**config.mk**
```make
export PLATFORM = sky130hd
export DESIGN_NAME = grf_write_arbiter
export DESIGN_NICKNAME = d
export VERILOG_FILES = /design/src/rtl/grf_write_arbiter_pkg.sv /design/src/rtl/grf_wq_fifo.sv /design/src/rtl/grf_write_arbiter.sv
export SDC_FILE = /design/constraint.sdc
export NUM_CORES = 1
export LEC_CHECK = 0
export ABC_AREA = 1
export CORE_UTILIZATION = 35
export DETAILED_ROUTE_END_ITERATION = 8
export PLACE_DENSITY_LB_ADDON = 0.15
export SLEW_MARGIN = 20
export SYNTH_ARGS = -nofsm -noshare
export SYNTH_HDL_FRONTEND = slang
export SYNTH_HIERARCHICAL = 1
export SYNTH_SLANG_ARGS = --single-unit
export TNS_END_PERCENT = 50
```
**constraint.sdc**
```tcl
create_clock -name Clk -period 8.5 [get_ports Clk]
set_input_delay 0.85 -clock Clk [delete_from_list [all_inputs] [get_ports Clk]]
set_output_delay 0.85 -clock Clk [all_outputs]
set_load 0.01 [all_outputs]
```
**src/rtl/grf_write_arbiter_pkg.sv**
```systemverilog
// Shared constants and the write-queue entry layout for the GRF write arbiter.
package grf_write_arbiter_pkg;

    localparam int GRF_AW = 5;
    localparam int GRF_DW = 32;
    localparam logic [GRF_AW-1:0] REG_ZERO = 5'd0;

    // One queued secondary write; valid drops when squashed or popped.
    typedef struct packed {
        logic              valid;
        logic [GRF_AW-1:0] addr;
        logic [GRF_DW-1:0] data;
        logic [31:0]       pc;
    } wq_entry_t;

endpackage

```
**src/rtl/grf_wq_fifo.sv**
```systemverilog
// Secondary write queue: storage, pointers, occupancy, per-entry valid bits
// and squash-by-address. Valid bits are cleared on pop so that only occupied
// slots can ever be valid, which lets the pending mask scan every slot.
module grf_wq_fifo
    import grf_write_arbiter_pkg::*;
#(
    parameter int DEPTH = 4,
    parameter int AW    = 2
) (
    input  logic              clk,
    input  logic              rst_n,
    input  logic              push,
    input  logic [GRF_AW-1:0] push_addr,
    input  logic [GRF_DW-1:0] push_data,
    input  logic [31:0]       push_pc,
    input  logic              pop,
    input  logic              squash_en,
    input  logic [GRF_AW-1:0] squash_addr,
    output wq_entry_t         head,
    output logic [AW:0]       count,
    output logic [31:0]       pend_mask
);

    logic [DEPTH-1:0]  vld;
    logic [GRF_AW-1:0] addr_q [DEPTH];
    logic [GRF_DW-1:0] data_q [DEPTH];
    logic [31:0]       pc_q   [DEPTH];
    logic [AW-1:0]     head_ptr;
    logic [AW-1:0]     tail_ptr;

    // Control state: pointers, count, valid bits (squash, pop, push in priority order).
    always_ff @(posedge clk or negedge rst_n) begin
        if (!rst_n) begin
            vld      <= '0;
            head_ptr <= '0;
            tail_ptr <= '0;
            count    <= '0;
        end else begin
            for (int i = 0; i < DEPTH; i++) begin
                if (squash_en && addr_q[i] == squash_addr) vld[i] <= 1'b0;
            end
            if (pop) begin
                vld[head_ptr] <= 1'b0;
                head_ptr      <= head_ptr + AW'(1);
            end
            // An entry arriving alongside a W-stage write to the same register is already stale.
            if (push) begin
                vld[tail_ptr] <= !(squash_en && push_addr == squash_addr);
                tail_ptr      <= tail_ptr + AW'(1);
            end
            count <= count + {{AW{1'b0}}, push} - {{AW{1'b0}}, pop};
        end
    end

    // Payload storage; needs no reset because valid bits gate every use.
    always_ff @(posedge clk) begin
        if (push) begin
            addr_q[tail_ptr] <= push_addr;
            data_q[tail_ptr] <= push_data;
            pc_q[tail_ptr]   <= push_pc;
        end
    end

    assign head = {vld[head_ptr], addr_q[head_ptr], data_q[head_ptr], pc_q[head_ptr]};

    // Pending mask: onehot of every still-valid queued destination.
    always_comb begin
        pend_mask = '0;
        for (int i = 0; i < DEPTH; i++) begin
            if (vld[i]) pend_mask[addr_q[i]] = 1'b1;
        end
    end

endmodule

```
**src/rtl/grf_write_arbiter.sv**
```systemverilog
// GRF write-port arbiter: W-stage writes never stall; secondary writes bypass
// when the queue is empty and idle, otherwise queue in grf_wq_fifo.
// Optional trace printing is enabled with GRF_WRITE_TRACE_EN.
module grf_write_arbiter
    import grf_write_arbiter_pkg::*;
#(
    parameter int DEPTH = 4,
    parameter int AW    = 2
) (
    input  logic              Clk,
    input  logic              Clr_n,
    input  logic              WEW,
    input  logic [GRF_AW-1:0] A3W,
    input  logic [GRF_DW-1:0] WDW,
    input  logic [31:0]       PCWW,
    input  logic              ReqS,
    input  logic [GRF_AW-1:0] A3S,
    input  logic [GRF_DW-1:0] WDS,
    input  logic [31:0]       PCS,
    output logic              AckS,
    output logic              WE,
    output logic [GRF_AW-1:0] A3,
    output logic [GRF_DW-1:0] WD,
    output logic [31:0]       PCW,
    output logic [31:0]       PendMask,
    output logic [AW:0]       Count
);

    wq_entry_t head;
    logic      w_eff, s_eff, empty, not_full;
    logic      sel_w, sel_h, bypass, push, pop;

    assign w_eff    = WEW && (A3W != REG_ZERO);
    assign s_eff    = ReqS && (A3S != REG_ZERO);
    assign empty    = (Count == '0);
    assign not_full = (Count < (AW+1)'(DEPTH));

    // Priority: W-stage, then a valid queue head, then direct bypass.
    assign sel_w  = w_eff;
    assign sel_h  = !w_eff && !empty && head.valid;
    assign bypass = !w_eff && empty && s_eff;

    assign AckS = ReqS && (bypass || not_full);
    // $0 requests are acknowledged but never stored.
    assign push = s_eff && AckS && !bypass;
    // Stale heads drain unconditionally; valid heads leave only when written.
    assign pop  = !empty && (!head.valid || sel_h);

    grf_wq_fifo #(.DEPTH(DEPTH), .AW(AW)) u_fifo (
        .clk         (Clk),
        .rst_n       (Clr_n),
        .push        (push),
        .push_addr   (A3S),
        .push_data   (WDS),
        .push_pc     (PCS),
        .pop         (pop),
        .squash_en   (w_eff),
        .squash_addr (A3W),
        .head        (head),
        .count       (Count),
        .pend_mask   (PendMask)
    );

    // Output registers; address/data/PC hold when nothing is written.
    always_ff @(posedge Clk or negedge Clr_n) begin
        if (!Clr_n) begin
            WE  <= 1'b0;
            A3  <= '0;
            WD  <= '0;
            PCW <= '0;
        end else begin
            WE <= sel_w || sel_h || bypass;
            if (sel_w) begin
                A3 <= A3W; WD <= WDW; PCW <= PCWW;
            end else if (sel_h) begin
                A3 <= head.addr; WD <= head.data; PCW <= head.pc;
            end else if (bypass) begin
                A3 <= A3S; WD <= WDS; PCW <= PCS;
            end
        end
    end

`ifdef GRF_WRITE_TRACE_EN
    // Simulation trace of every selected write and every stale-entry drop.
    always_ff @(posedge Clk) begin
        if (Clr_n) begin
            if (sel_w)       $display("@%h: $%d <= %h", PCWW, A3W, WDW);
            else if (sel_h)  $display("@%h: $%d <= %h", head.pc, head.addr, head.data);
            else if (bypass) $display("@%h: $%d <= %h", PCS, A3S, WDS);
            if (pop && !head.valid) $display("squash $%d @%h", head.addr, head.pc);
        end
    end
`endif

endmodule

```
; Word-level counts from Yosys, hierarchy flattened
; Memories as Yosys holds them, arrays and structs flattened.
; Index checks and enable logic that the tools add are counted.
[totals]
mem_bits_ro = 0
ff_bits = 81
wordCells = 108
inputBits = 142
ram_bits = 276
n_memories = 3
latch_bits = 0
[op_classes]
add_sub_neg = 4
shifts = 0
multipliers = 0
n_eq_ne = 5
n_div = 0
mux = 36
order_cmp = 13
n_reduce_logical = 34
bitwise = 5
[memory_table]
columns = memory, depth, width, rd, rd_ports_with_merged_regs, write_ports, line_no
row1 = u_fifo.data_q, 4, 32, 1, 0, 1, grf_wq_fifo.sv:26  ; logic [GRF_DW-1:0] data_q [DEPTH];
row2 = u_fifo.pc_q, 4, 32, 1, 0, 1, grf_wq_fifo.sv:27  ; logic [31:0] pc_q [DEPTH];
row3 = u_fifo.addr_q, 4, 5, 5, 0, 1, grf_wq_fifo.sv:25  ; logic [GRF_AW-1:0] addr_q [DEPTH];
[op_table]
columns = cell, count
row1 = $mux W32, 10
row2 = $or A32 B32 Y32, 3
row3 = $eq A5 B5 Y1, 5
row4 = $lt A5 B6 Y1 const B, 4
row5 = $logic_and A1 B1 Y1, 21
row6 = $demux W1 S5, 4
row7 = $ge A5 B1 Y1 const B, 4
row8 = $mux W5, 3
row9 = $mux W1, 13
row10 = $reduce_bool A5 Y1, 2
row11 = $mux W4, 2
row12 = $lt A2 B3 Y1 const B, 2
row13 = $logic_not A1 Y1, 5
row14 = $add A2 B1 Y2 const B, 2
row15 = $and A4 B4 Y4, 1
row16 = $bwmux W4, 1
row17 = $demux W1 S2, 2
row18 = $ge A2 B1 Y1 const B, 2
row19 = $logic_or A1 B1 Y1, 4
row20 = $not A4 Y4, 1
row21 = $add A3 B1 Y3, 1
row22 = $logic_not A3 Y1, 1
row23 = $lt A3 B3 Y1 const B, 1
row24 = $reduce_bool A3 Y1, 1
row25 = other kinds (2), 2

; Longest topological paths before layout
; Gate-level depths: netlist (run 1).
[depth]
depth_word = 11
ltp_mapped = 17

; Cells and area by module
; The synthesis (run 1) kept the hierarchy.
[modules_own_cells]
columns = mod, cells_per_inst, n_inst, area_per_inst_um2
row1 = grf_wq_fifo, 1092, 1, 12400.6
row2 = grf_write_arbiter, 767, 1, 4601.9

; Worst setup path after synthesis (run 1)
; OpenSTA, ideal clock, no wires.
[synth_timing]
path_kind = in2reg
from = input A3W[4]
to = memory u_fifo.addr_q[0][0] (enable)
arrival_ns = 3.280
path_stages = 11
slack_ns = 4.796
t_required_ns = 8.076
setup_time_ns = 0.424
path_cell_list = nor2_1 -> nand3b_1 -> nand2_2 -> buf_2 -> buf_2 -> nand2_1 -> nand4_1 -> inv_1 -> clkbuf_1 -> nand2_1 -> inv_1
[synth_between]
elab_chain_len = 11
elab_cells_between_ends = 12
cone_classes = mux: 2 / reduce/logical: 10
[synth_rtl]
columns = item, line_no
row1 = start: declaration, grf_write_arbiter.sv:13  ; input logic [GRF_AW-1:0] A3W,
row2 = $reduce_bool A5 Y1 *, grf_write_arbiter.sv:33  ; assign w_eff = WEW && (A3W != REG_ZERO);
row3 = $logic_and A1 B1 Y1 *, grf_write_arbiter.sv:33
row4 = $logic_not A1 Y1 *, grf_write_arbiter.sv:41  ; assign bypass = !w_eff && empty && s_eff;
row5 = $logic_and A1 B1 Y1 * (2 in series), grf_write_arbiter.sv:41
row6 = $logic_or A1 B1 Y1, grf_write_arbiter.sv:43  ; assign AckS = ReqS && (bypass || not_full);
row7 = $logic_and A1 B1 Y1, grf_write_arbiter.sv:43
row8 = $logic_and A1 B1 Y1, grf_write_arbiter.sv:45  ; assign push = s_eff && AckS && !bypass;
row9 = $logic_and A1 B1 Y1 *, grf_write_arbiter.sv:45
row10 = net push, grf_write_arbiter.sv:31  ; logic sel_w, sel_h, bypass, push, pop;
row11 = $mux W1 *, grf_wq_fifo.sv:57  ; if (push) begin
row12 = $mux W1 (not written as such) *, grf_wq_fifo.sv:58  ; addr_q[tail_ptr] <= push_addr;
row13 = end: declaration, grf_wq_fifo.sv:25
; Mark *: on every way through the listed nets, which the timed path passes. The rest lies on a longest branch.

==> results of run 1 <==
==> state kept, by name, indices dropped and copies added (netlist names) <==
signal,flops
A3,5
PCW,32
WD,32
WE,1
u_fifo/addr_q,20
u_fifo/count,3
u_fifo/data_q,128
u_fifo/head_ptr,2
u_fifo/pc_q,128
u_fifo/tail_ptr,2
u_fifo/vld,4
==> cells in the mapped netlist, drive strengths merged <==
cell and instances:
a211oi 3, a21oi 67, a22oi 1, buf 65, clkbuf 36, dfrtp 81
edfxtp 276, fa 1, ha 10, inv 123, nand2 592, nand3 154
nand3b 1, nand4 2, nor2 206, nor3 16, o211ai 2, o21ai 154
o22ai 64, or2 1, xnor2 2, xor2 2
==> path summary, 6_finish.rpt <==
kind	startpoint	to	slack, ns	cells after the start
min in group Clk	PCW[29]$_DFFE_PN0P_	PCW[29]$_DFFE_PN0P_	0.48	2
hold reg to reg	PCW[29]$_DFFE_PN0P_	PCW[29]$_DFFE_PN0P_	0.48	2
setup reg to reg	u_fifo/head_ptr[0]$_DFFE_PN0P_	PCW[4]$_DFFE_PN0P_	3.52	10
setup / recovery	u_fifo/head_ptr[0]$_DFFE_PN0P_	PCW[4]$_DFFE_PN0P_	3.52	10
hold / removal	Clr_n	PCW[2]$_DFFE_PN0P_	0.15	1
max in group asynchronous	Clr_n	u_fifo/head_ptr[0]$_DFFE_PN0P_	7.31	2
==> stage by stage <==
stage | utilization (%) | instance area [sq um] | power (uW) | cells | setup slack [ns]
2_1_floorplan | - | 17000 | 3970 | 1859 | 4.80
3_3_place_gp | 41.5 | 19900 | 4970 | 2629 | 3.08
3_5_place_dp | 41.5 | 19900 | 4990 | 2629 | 3.03
5_1_grt | 44.4 | 21200 | 7140 | 2704 | 3.02
6_report | 44.4 | 21200 | 6710 | 2706 | 3.52
4_1_cts | 44.3 | 21200 | 6790 | 2704 | 3.46
==> where the power goes <==
| group | switching (uW) | internal, uW |
|---|---|---|
| Clock | 718 | 1050 |
| Combinational | 1650 | 916 |
| Sequential | 201 | 2180 |
| Total | 2570 | 4140 |
==> cells by family (layout without fill, tap and decap cells) <==
logic type,count (synthesis),after routing
fa+ha+maj,11,11
flops,357,357
simple gates,972,972
other cells,0,2
xor+xnor,4,4
compound gates,291,291
buf+inv,224,454
==> routing by layer <==
layer  up-vias  GRT usage (%)  part of all wire, %
li1       6648              -                    -
met1      6553           28.5                   44
met2       450           34.7                   48
met3        80           3.68                  6.0
met4         6           6.96                  2.4
met5         -              0                0.076
==> final cells by class <==
type	instances	area [sq um]
inverters	123	487
fillers	4684	26600
multi-input cells	1278	5750
clock buffers	45	1080
clock inverters	30	277
diodes	2	5.00
flip-flops and latches	357	10300
repair buffers	256	2540
well taps	615	769
==> metrics.yaml, run 1 <==
run_status:
  outcome: "finished clean"
clock_tree:
  postCtsHoldBufs: 0
  numCtsBuffers: 41
  clockBufferDepth: 3
  path_clk_slew_ns: 0.06
  cts_setup_buffers: 0
  root_buffer: "clkbuf_16"
  cts_resized: 0
  h-tree-depth: 2
  cts_tree: "done"
  clock-sinks: 357
  clock_latency_ns: 0.56
yosys:
  yosysTopAreaCellShare_pct: 48.7
  syn_nets: 2012
  ys_types: 34
  syn_area_sq_um: 17000
  syn_area_per_cell_sq_um: 9.15
  synth_cells: 1859
  synth_compound_area_share_pct: 9.13
  yosys_warnings: 6
  yosys-top-cells-area: "edfxtp_1 (49%), nand2_1 (13%), dfrtp_1 (12%)"
  synth_mux_area_share_pct: 0
  synth_top_area_cell: "edfxtp_1"
  synth_top_family_by_area: "simple AND/OR/NAND/NOR gates"
  post_synth_and_or_nand_nor_area_fraction_pct: 23.5
  yosys_register_bits: 357
  yosysSeqAreaShare_pct: 60.7
  synth_fa_ha_area_share_pct: 0.854
  synthXorXnorAreaFrac_pct: 0.206
route:
  drc: 0
  drt_iter0_drc: 1043
  antenna_left: 0
  num_vias: 13737
  wire_per_inst_um: 19.5
  routed_via_density: 5.08
  wl_um: 52700
  dr.pass1.iters: 5
timing:
  post-route-min-period_ns: 4.98
  rsz0062_at_grt: "no"
  tns_ns: 0
  setup_viol: 0
  slew_viol_final: 0
  holdWs_ns: 0.153
  finClkSkew_ns: 0.0120
  fin_crit_sh_pct: 58.6
  slew_headroom_pct: 25.7
  clock.fmax_ghz: 0.201
  tightest_slew_ns: 1.11
  hold_viol_final: 0
hold_path:
  hp-class: "input pin to asynchronous set/reset pin"
placed_design:
  io_buffers: 247
  place_congestion: 0.909
  hpwl_um: 31200
layout:
  drive_above_1_share_pct: 6.75
  final_cell_mix: "nand2_1 (589), edfxtp_1 (276), clkdlybuf4s50_1 (246)"
  fin_nets: 2210
  final_common_cell: "nand2_1"
  synthToLayoutAreaGrowth_pct: 24.9
critical_path:
  cp.required_ns: 8.97
  path_max_fanout: 72
  cp-end-kind: "flip-flop"
  cpMaxStageDelayCell: "nand3_4"
  cp_data_arrival_time_ns: 5.45
  cpPeakStageDelay_ns: 0.89
  path_cells: "inv_6 -> o21ai_1 -> a21oi_1 -> a21oi_4 -> nand2_4 -> nand3_4 -> inv_2 -> buf_4 -> nand2_1 -> o21ai_0"
  crit_type: "flip-flop to flip-flop"
  critical-path-top-delay-family: "buffers and inverters"
  worstSetupStartpointType: "flip-flop"
  worst-path-buf-inv: 3
global_routing:
  grt_pass1_vias: 13394
  antenna_found_initial: 5
  grt_first_pass_wirelength_um: 80500
  grt_remaining_overflow: 0
  grt_usage_pct: 21.2
  grt_max_degree: 95
flow_run:
  cap_violations: 0
pwr:
  ir_worst_vdd_uv: 235
  pwr_density_cell_nw_per_um2: 316
  p_leak_uw: 0.00866
floorplan:
  num_io_pins: 248
  die_h_um: 222
  die_width_um: 222
  die_area_sq_um: 49500
  core_sq_um: 47800
  start_util_pct: 35.5
  rows: 80
No activity file was read; power rests on OpenSTA's default activity.
==> run 2, diff against run 1 <==
==> constraint.sdc (replaced) <==
create_clock -name Clk -period 4.07 [get_ports Clk]
set_input_delay 0.407 -clock Clk [delete_from_list [all_inputs] [get_ports Clk]]
set_output_delay 0.407 -clock Clk [all_outputs]
set_load 0.01 [all_outputs]
==> metrics.yaml, run 2 (same netlist as run 1, synthesis figures left out) <==
timing:
  post-route-min-period_ns: 3.32
  holdWs_ns: 0.476
  slew_headroom_pct: 38.1
  fin_crit_sh_pct: 81.7
  clock.fmax_ghz: 0.301
  finClkSkew_ns: 0.0195
  rsz0062_at_grt: "no"
  slew_viol_final: 0
  tightest_slew_ns: 0.929
  hold_viol_final: 0
  setup_viol: 0
  tns_ns: 0
placed_design:
  io_buffers: 247
  hpwl_um: 33600
  place_congestion: 0.895
critical_path:
  path_max_fanout: 70
  cpPeakStageDelay_ns: 0.74
  worst-path-buf-inv: 2
  path_common_cell: "buf_4"
  ff2ff_setup_slack_ns: 0.75
  crit_cells: 8
  path_cells: "buf_4 -> a21oi_1 -> a21oi_4 -> nand2_4 -> nand3_4 -> buf_4 -> nand2_1 -> o21ai_0"
  critical-path-top-delay-family: "buffers and inverters"
  ff2ff_path_depth: 8
  cp-end-kind: "flip-flop"
  cp.required_ns: 4.54
  cp_data_arrival_time_ns: 3.79
  worstSetupStartpointType: "flip-flop"
  cpMaxStageDelayCell: "buf_4"
  crit_type: "flip-flop to flip-flop"
global_routing:
  grt_pass1_vias: 13686
  grt_max_degree: 71
  grt_usage_pct: 21.6
  grt_first_pass_wirelength_um: 82500
  antenna_found_initial: 5
  grt_remaining_overflow: 0
layout:
  reg_top3: "u_fifo/data_q x128, u_fifo/pc_q x128"
  synthToLayoutAreaGrowth_pct: 25.3
  final_common_cell: "nand2_1"
  fin_nets: 2226
  final_util_pct: 44.5
  fill_cells: 4631
  drive_above_1_share_pct: 6.95
  final_cell_mix: "nand2_1 (589), edfxtp_1 (276), clkdlybuf4s50_1 (246)"
route:
  dr.pass1.iters: 5
  drt_iter0_drc: 1179
  drc: 0
  antenna_left: 0
  routed_via_density: 5.10
  wl_um: 53700
  wire_per_inst_um: 19.7
  num_vias: 13875
hold_path:
  whs_path_depth: 2
  hp-class: "flip-flop to flip-flop"
pwr:
  pwr_density_cell_nw_per_um2: 654
  p_leak_uw: 0.00871
  ir_worst_vdd_uv: 333
clock_tree:
  clock_latency_ns: 0.56
  numCtsBuffers: 40
  clockBufferDepth: 3
  cts_tree: "done"
  h-tree-depth: 2
  clock-sinks: 357
  path_clk_slew_ns: 0.06
  root_buffer: "clkbuf_16"
floorplan:
  core_sq_um: 47800
  die_width_um: 222
  num_io_pins: 248
  rows: 80
  start_util_pct: 35.5
  die_h_um: 222
  die_area_sq_um: 49500
flow_run:
  cap_violations: 0
run_status:
  outcome: "finished clean"
[run 2: routing by layer]
metal / GRT usage (%) / wire (um)
met1: 28.4 / 23800
met2: 36.4 / 25500
met4: 6.65 / 1490
met3: 3.61 / 2940
met5: 0 / 27
[run 2: report_power, final]
group | internal (uW) | total [uW] | switching (uW)
logic | 1950 | 5530 | 3580
registers | 4550 | 4910 | 356
clock network | 2040 | 3500 | 1460
[run 2: cell type report]
type	count	area, sq um	share of cell area [%]
Sequential cell	357	10300	48.4
Multi-Input combinational cell	1278	5750	27.0
Timing Repair Buffer	273	2730	12.8
Clock buffer	57	1110	5.23
Tap cell	615	769	3.61
Inverter	123	479	2.25
Clock inverter	14	140	0.658
Antenna cell	3	7.51	0.0352
[run 2: path summary, 6_finish.rpt]
| kind | from | endpoint |
|---|---|---|
| worst min register to register | PCW[2]$_DFFE_PN0P_ | PCW[2]$_DFFE_PN0P_ |
| worst max-delay path | u_fifo/head_ptr[0]$_DFFE_PN0P_ | WD[20]$_DFFE_PN0P_ |
| worst max register to register | u_fifo/head_ptr[0]$_DFFE_PN0P_ | WD[20]$_DFFE_PN0P_ |
| worst min-delay path | PCW[2]$_DFFE_PN0P_ | PCW[2]$_DFFE_PN0P_ |
| max in group asynchronous | Clr_n | PCW[4]$_DFFE_PN0P_ |
| min in group asynchronous | Clr_n | PCW[0]$_DFFE_PN0P_ |
[run 2: metrics by stage]
| step | power [uW] | area, sq um | worst slack, ns | std cells |
|---|---|---|---|---|
| after CTS | 14100 | 21300 | 0.695 | 2717 |
| after detailed placement | 10500 | 20000 | 0.695 | 2645 |
| after global routing | 14800 | 21300 | 0.396 | 2718 |
| after floorplan | 8300 | 17000 | 0.809 | 1859 |
| final | 13900 | 21300 | 0.746 | 2720 |
| after global placement | 10500 | 20000 | 0.794 | 2645 |
[run 2: what timing repair did]
item	CTS	global route
setup buffers	0	0
hold endpoints to repair	49	0
resized for setup	0	0
hold buffers	1	0
[run 2: worst register-to-register path, cell delays in order (launching register included)]
cell,delay [ns]
dfrtp_4,0.43
buf_4,0.56
a21oi_1,0.23
a21oi_4,0.37
nand2_4,0.33
nand3_4,0.23
buf_4,0.74
nand2_1,0.18
o21ai_0,0.18
==> run 3, diff against run 2 <==
==> constraint.sdc (replaced) <==
create_clock -name Clk -period 2.65 [get_ports Clk]
set_input_delay 0.265 -clock Clk [delete_from_list [all_inputs] [get_ports Clk]]
set_output_delay 0.265 -clock Clk [all_outputs]
set_load 0.01 [all_outputs]
==> metrics.yaml, run 3 (same netlist as run 1, synthesis figures left out) <==
pwr:
  ir_worst_vdd_uv: 831
  internal_power_uw: 13400
  p_leak_uw: 0.00902
  combPwrFrac_pct: 40.4
  switching_power_uw: 8340
  power_uw: 21800
  p_clk_share_pct: 25.2
  switching_share_pct: 38.3
  seq_power_share_pct: 34.5
  pwr_density_cell_nw_per_um2: 990
timing:
  tightest_slew_ns: 0.865
  slew_viol_final: 0
  fin_crit_sh_pct: 99.5
  finClkSkew_ns: 0.0257
  hold_viol_final: 0
  tns_ns: 0
  post-route-min-period_ns: 2.64
  rsz0062_at_grt: "yes"
  clock.fmax_ghz: 0.379
  setup_viol: 0
  slew_headroom_pct: 42.3
clock_tree:
  path_clk_slew_ns: 0.06
  clock-sinks: 357
  root_buffer: "clkbuf_16"
  clockBufferDepth: 3
  numCtsBuffers: 40
  h-tree-depth: 2
  cts_tree: "done"
  clock_latency_ns: 0.57
critical_path:
  cp.required_ns: 2.38
  crit_type: "flip-flop to primary output"
  cp-end-kind: "primary output"
  worstSetupStartpointType: "flip-flop"
  cp_data_arrival_time_ns: 2.37
  path_max_fanout: 7
  ff2ff_setup_slack_ns: 0.21
layout:
  final_common_cell: "nand2_1"
  final_cell_mix: "nand2_1 (588), edfxtp_1 (276), clkdlybuf4s50_1 (244)"
  drive_above_1_share_pct: 9.64
  fill_cells: 4593
  synthToLayoutAreaGrowth_pct: 29.3
  final_util_pct: 45.9
  fin_nets: 2270
  reg_top3: "u_fifo/data_q x128, u_fifo/pc_q x128"
global_routing:
  grt_remaining_overflow: 0
  grt_max_degree: 122
  grt_pass1_vias: 13801
  grt_first_pass_wirelength_um: 81500
  grt_usage_pct: 21.2
  antenna_found_initial: 4
floorplan:
  core_sq_um: 47800
  start_util_pct: 35.5
  die_h_um: 222
  rows: 80
  die_width_um: 222
  num_io_pins: 248
  die_area_sq_um: 49500
route:
  drt_iter0_drc: 1148
  num_vias: 14088
  routed_via_density: 5.10
  wl_um: 53000
  antenna_left: 0
  drc: 0
  dr.pass1.iters: 7
  wire_per_inst_um: 19.2
flow_run:
  cap_violations: 0
placed_design:
  io_buffers: 247
  place_congestion: 0.919
  hpwl_um: 32800
hold_path:
  hp-class: "input pin to flip-flop"
run_status:
  outcome: "finished clean"
## run 3: timing repair
item / in CTS / in global routing
endpoints found under the setup margin: 24 / 31
hold buffers: 1 / 0
setup buffers: 4 / 17
gates resized for setup: 5 / 14
endpoints found under the hold margin: 51 / 0
pin swaps: 2 / 1
## run 3: worst max-delay path, stage by stage (launching register included)
cell	delay, ns
edfxtp_1	0.53
buf_4	0.20
nor3_2	0.33
a21oi_1	0.12
nand2_1	0.09
clkdlybuf4s50_1	0.53
## run 3: layout make-up
| type | count | area (sq um) | share of cell area [%] |
|---|---|---|---|
| clock inverters | 18 | 205 | 0.934 |
| multi-input cells | 1278 | 5840 | 26.6 |
| inverters | 123 | 482 | 2.19 |
| repair buffers | 317 | 3250 | 14.8 |
| flip-flops and latches | 357 | 10300 | 47.0 |
| clock buffers | 55 | 1110 | 5.04 |
| diodes | 2 | 5.00 | 0.0228 |
| well taps | 615 | 769 | 3.50 |
## run 3: per-layer routing
| layer | up-vias | share of wire, % | track usage [%] |
|---|---|---|---|
| met2 | 417 | 48 | 35.4 |
| met1 | 6836 | 45 | 28.7 |
| met3 | 65 | 5.6 | 3.46 |
| met5 | - | 0.049 | 0 |
| li1 | 6766 | - | - |
| met4 | 4 | 1.4 | 5.36 |
## run 3: power groups by stage
| stage | clock (uW) | sequential, uW | combinational (uW) |
|---|---|---|---|
| after CTS | 5620 | 7500 | 8840 |
| after floorplan | 0 | 7760 | 5040 |
| final | 5480 | 7500 | 8790 |
| after global placement | 0 | 7600 | 8720 |
| after detailed placement | 0 | 7590 | 8770 |
| after global routing | 5820 | 7600 | 9730 |
## run 3: worst paths after layout
check                                       endpoint                           from  depth (start not counted)
setup / recovery                         PendMask[1]  u_fifo/addr_q[2][3]$_DFFE_PP_                          5
hold reg to reg                   WD[26]$_DFFE_PN0P_             WD[26]$_DFFE_PN0P_                          2
setup reg to reg           u_fifo/count[2]$_DFF_PN0_        u_fifo/vld[1]$_DFF_PN0_                         13
hold / removal                   PCW[28]$_DFFE_PN0P_                       PCWW[28]                          5
max in group asynchronous        PCW[26]$_DFFE_PN0P_                          Clr_n                          3
min in group asynchronous         WD[23]$_DFFE_PN0P_                          Clr_n                          2
## run 3: stage by stage
step	hold slack, ns	instances	cell area [sq um]	setup slack (ns)
finish	0.325	2765	22000	0.0139
global route	0.320	2765	22000	-0.0787
detailed placement	0.400	2668	20400	0.140
global placement	0.391	2668	20400	0.0973
CTS	0.289	2746	21800	-0.0246
floorplan	-0.0306	1859	17100	-0.0537
